File: src/rtl/psum_accumulator.sv
`timescale 1ns/1ps
// Partial-sum accumulator: sums per-input-channel beats into an
// output-channel total and queues completed words in a 2-entry FIFO.
module psum_accumulator #(
   parameter int DATA_WIDTH = 8,
   parameter int ACC_WIDTH  = 32
) (
   input  logic                        clk,
   input  logic                        rst,
   input  logic                        psum_valid,
   input  logic [2*DATA_WIDTH-1:0]     psum,
   input  logic [7:0]                  in_ch_sel,
   input  logic [7:0]                  out_ch_sel,
   input  logic [7:0]                  last_in_ch,
   input  logic                        relu_en,
   output logic                        out_valid,
   input  logic                        out_ready,
   output logic [ACC_WIDTH-1:0]        out_data,
   output logic [7:0]                  out_ch,
   output logic                        overflow,
   output logic                        seq_err
);

   localparam int PW = 2 * DATA_WIDTH;

   logic [ACC_WIDTH-1:0] acc;
   logic [ACC_WIDTH-1:0] ext;
   logic [ACC_WIDTH-1:0] nxt;
   logic [ACC_WIDTH-1:0] word;
   logic [7:0]           cur_ch;
   logic                 active;

   logic [ACC_WIDTH-1:0] head_data;
   logic [ACC_WIDTH-1:0] tail_data;
   logic [7:0]           head_ch;
   logic [7:0]           tail_ch;
   logic [1:0]           count;

   logic first;
   logic complete;
   logic bad;
   logic full;
   logic pop;
   logic push;

   assign ext      = {{(ACC_WIDTH-PW){psum[PW-1]}}, psum};
   assign first    = (in_ch_sel == 8'd0);
   assign nxt      = first ? ext : acc + ext;
   assign word     = (relu_en && nxt[ACC_WIDTH-1]) ? '0 : nxt;
   assign complete = psum_valid && (in_ch_sel == last_in_ch);
   assign bad      = psum_valid && !first &&
                     (!active || out_ch_sel != cur_ch ||
                      in_ch_sel > last_in_ch);

   assign out_valid = (count != 2'd0);
   assign out_data  = head_data;
   assign out_ch    = head_ch;
   assign full      = (count == 2'd2);
   assign pop       = out_valid && out_ready;
   assign push      = complete && (!full || pop);

   always_ff @(posedge clk) begin
      if (rst) begin
         acc      <= '0;
         cur_ch   <= '0;
         active   <= 1'b0;
         overflow <= 1'b0;
         seq_err  <= 1'b0;
      end else begin
         if (psum_valid) begin
            acc <= nxt;
            if (first) begin
               cur_ch <= out_ch_sel;
               active <= 1'b1;
            end
            // completion wins, so last_in_ch==0 never leaves active set
            if (complete)
               active <= 1'b0;
         end
         if (bad)
            seq_err <= 1'b1;
         if (complete && full && !pop)
            overflow <= 1'b1;
      end
   end

   always_ff @(posedge clk) begin
      if (rst) begin
         head_data <= '0;
         head_ch   <= '0;
         tail_data <= '0;
         tail_ch   <= '0;
         count     <= 2'd0;
      end else begin
         unique case (1'b1)
            push && pop: begin
               if (full) begin
                  head_data <= tail_data;
                  head_ch   <= tail_ch;
                  tail_data <= word;
                  tail_ch   <= out_ch_sel;
               end else begin
                  head_data <= word;
                  head_ch   <= out_ch_sel;
               end
            end
            push && !pop: begin
               if (count == 2'd0) begin
                  head_data <= word;
                  head_ch   <= out_ch_sel;
               end else begin
                  tail_data <= word;
                  tail_ch   <= out_ch_sel;
               end
               count <= count + 2'd1;
            end
            pop && !push: begin
               if (full) begin
                  head_data <= tail_data;
                  head_ch   <= tail_ch;
               end
               count <= count - 2'd1;
            end
            default: ;
         endcase
      end
   end

endmodule

File: config.mk
export PLATFORM = sky130hd
export DESIGN_NAME = psum_accumulator
export DESIGN_NICKNAME = d
export VERILOG_FILES = /design/src/rtl/psum_accumulator.sv
export SDC_FILE = /design/constraint.sdc
export NUM_CORES = 1
export LEC_CHECK = 0
export ABC_AREA = 1
export ABC_CLOCK_PERIOD_IN_PS = 2900
export BUFFER_PORTS_ARGS = -buffer_cell sky130_fd_sc_hd__buf_2
export CAP_MARGIN = 20
export CORE_MARGIN = 5
export CORE_UTILIZATION = 60
export DETAILED_ROUTE_END_ITERATION = 10
export PLACE_DENSITY = 0.92
export SLEW_MARGIN = 15
export SYNTH_ARGS = -nofsm -noshare
export SYNTH_HDL_FRONTEND = slang
export SYNTH_SLANG_ARGS = --single-unit
File: constraint.sdc
create_clock -name clk -period 2.9 [get_ports clk]
set_clock_uncertainty 0.15 [all_clocks]
set_input_delay 0.725 -clock clk [delete_from_list [all_inputs] [get_ports clk]]
set_output_delay 0.725 -clock clk [all_outputs]
set_load 0.03 [all_outputs]
==> metrics.yaml <==
status:
  status: "completed"
flow_run:
  drv_cap: 0
synthesis:
  ys.flop_type: "dfxtp_1"
  yosys_warnings: 0
  ys_async_sr_fraction_pct: 0
  synth-seq-area-share_pct: 30.4
  synth_cell_types: 45
  ys_ff_latch: 125
  syn_area_per_cell_um2: 6.68
  netlist_area_um2: 8230
  synth.net_count: 1316
  synth_edf_count: 0
  syn-instance-count: 1231
final_layout:
  drive_gt1_share_pct: 22.0
  diodes: 0
  final_core_util_pct: 72.9
  fillers: 968
  multiInputGateArea_um2: 4780
  nets: 1428
  seqCellArea_um2: 2500
  fin_area_um2: 9730
  fin_cells: 1532
  syn_to_final_growth_pct: 18.3
power:
  seqPwrFrac_pct: 33.1
  p_sw_share_pct: 33.3
  p_leak_nw: 5.15
  p_int_mw: 3.64
  irDropWorstVdd_mv: 0.460
  power_frac_clock_pct: 37.8
  switchingPower_mw: 1.82
  p_total_mw: 5.46
  power_frac_comb_pct: 29.1
  powerDensity_nw_per_um2: 561
worst_setup_path:
  cp_max_fo: 17
  endpoint_kind: "flop"
  crit_type: "input port to flop"
  cp.arrival_ns: 2.82
  cp_data_required_time_ns: 3.06
  crit_path_start_kind: "input port"
timing:
  slew_violations: 0
  tightest_slew_ns: 0.792
  rsz0062_at_grt: "no"
  max_slew_margin_pct: 45.8
  post-route-min-period_ns: 2.66
  setup_viol: 0
  max_freq_mhz: 375
  timing.final.ws_setup_ns: 0.236
  hold_violations: 0
  period_share_pct: 91.9
global_routing:
  grt_overflow: 0
  grt_use_total_pct: 30.4
  grt_max_degree: 49
  grt_pass1_wl_mm: 40.3
  antenna_found_initial: 0
  grt_pass1_vias: 8552
clocking:
  clkSinkCount: 125
  cts_tree: "done"
  root_buffer: "clkbuf_16"
  clock_latency_ns: 0.42
  numCtsBuffers: 17
  cts_max_level: 4
  clkSlewWorstSetupHoldPaths_ns: 0.05
  clockBufferDepth: 2
placed_design:
  dp_cells: 1500
  gp_congestion: 1.02
  placed_cell_area_um2: 9170
  post-place-ws_ns: -0.0901
  dp_hpwl_mm: 16.9
  portBuffers: 87
die:
  rows: 42
  die_area_um2: 16200
  core_area_um2: 13300
  start_util_pct: 61.6
  die_w_um: 127
  io_pins: 88
  die_h_um: 127
drt:
  viasPerCell: 5.75
  routed_wl_mm: 24.7
  dr.pass1.iters: 5
  antenna_left: 0
  drt_iter0_drc: 758
  vias: 8815
  drc: 0
  routedWlPerCell_um: 16.1
min_path:
  min_path_type: "flop to flop"
worst paths after layout:
path	startpoint	endpoint	slack, ns	cells after the start
worst max-delay path	psum[15]	tail_data[29]	0.24	16
worst max register to register	acc[0]	acc[12]	0.35	13
worst min register to register	seq_err	seq_err	0.31	2
worst min-delay path	seq_err	seq_err	0.31	2
kinds of logic (layout without fill, tap and decap cells):
logic type | Yosys count | in the layout | synth area share (%)
buf+inv | 230 | 355 | 11.5
flops | 125 | 125 | 30.4
simple gates | 500 | 500 | 27.9
fa+ha+maj | 40 | 40 | 6.17
xor+xnor | 16 | 16 | 1.70
compound gates | 320 | 320 | 22.3
cells in the final DEF, fill, tap and decap left out, drive strengths merged, types with 9 or more instances in the layout:
| master | count |
|---|---|
| a211oi | 9 |
| a21oi | 176 |
| buf | 148 |
| clkbuf | 20 |
| clkinv | 9 |
| dfxtp | 125 |
| ha | 39 |
| inv | 175 |
| nand2 | 301 |
| nand3 | 72 |
| nor2 | 111 |
| o21ai | 126 |
| xnor2 | 13 |
stage by stage:
step                hold WS [ns]  TNS (ns)
finish                     0.309         0
CTS                        0.306         0
floorplan                  0.322         0
global placement           0.289  -0.00813
detailed placement         0.289     -1.93
global route               0.341         0
critical path, cell delays in order:
cell and delay [ns]:
buf_2 0.33, ha_1 0.33, nand2_1 0.18, inv_1 0.06, nand2_1 0.06, nand2_1 0.08, nand2_1 0.07, nand2_1 0.05
a21oi_1 0.28, nand2_1 0.12, nand2_1 0.11, nand3_1 0.12, nand2_1 0.11, inv_1 0.07, nand2_1 0.08, a21oi_1 0.06
state kept, by name (all words and copies together), names as in the netlist:
name / flops
acc: 32
active: 1
count: 2
cur_ch: 8
out_ch: 8
out_data: 32
overflow: 1
seq_err: 1
tail_ch: 8
tail_data: 32
cell type report:
type,count,area share (%)
Tap cell,176,2.26
Timing Repair Buffer,148,10.3
Clock inverter,12,1.23
Multi-Input combinational cell,876,49.1
Inverter,175,6.75
Clock buffer,20,4.59
Sequential cell,125,25.7
power by group through the flow:
stage	Sequential (mW)	Clock (mW)	Combinational, mW
after floorplan	1.84	0	1.08
after global placement	1.84	0	1.47
after detailed placement	1.85	0	1.52
after CTS	1.81	2.06	1.56
after global routing	1.81	2.15	1.74
final	1.81	2.06	1.59
per-layer routing:
metal  up-vias  global-route usage [%]  wire (um)
li1       4204                       -          -
met1      3991                    35.7       9730
met2       496                    52.4      11800
met3       124                    5.30       1850
met4         0                    17.4       1350
met5         -                       0          0
cell usage after synthesis, types with 3 or more instances:
master | instances | area share (%)
nand3_1 | 40 | 2.4
nor2_2 | 6 | 0.46
nand3b_1 | 3 | 0.27
a21oi_2 | 46 | 4.9
inv_1 | 162 | 7.4
nand2_2 | 12 | 0.91
clkbuf_1 | 40 | 1.8
o21ai_0 | 94 | 5.7
o21ai_1 | 32 | 1.9
xnor2_1 | 13 | 1.4
dfxtp_1 | 125 | 30
buf_2 | 8 | 0.49
nand2_1 | 287 | 13
o21bai_1 | 3 | 0.27
buf_12 | 3 | 0.73
nand3_2 | 30 | 3.7
xor2_1 | 3 | 0.32
inv_2 | 11 | 0.50
a211oi_1 | 9 | 0.82
nor2_1 | 103 | 4.7
ha_1 | 39 | 5.9
a21oi_1 | 129 | 7.8
buf_6 | 3 | 0.41
repair_timing:
action,CTS,global route
hold buffers,0,0
resized for setup,0,1
buffers inserted,0,0
hold endpoints to repair,0,0
endpoints found under the setup margin,0,1
(Power assumes the default switching activity.)
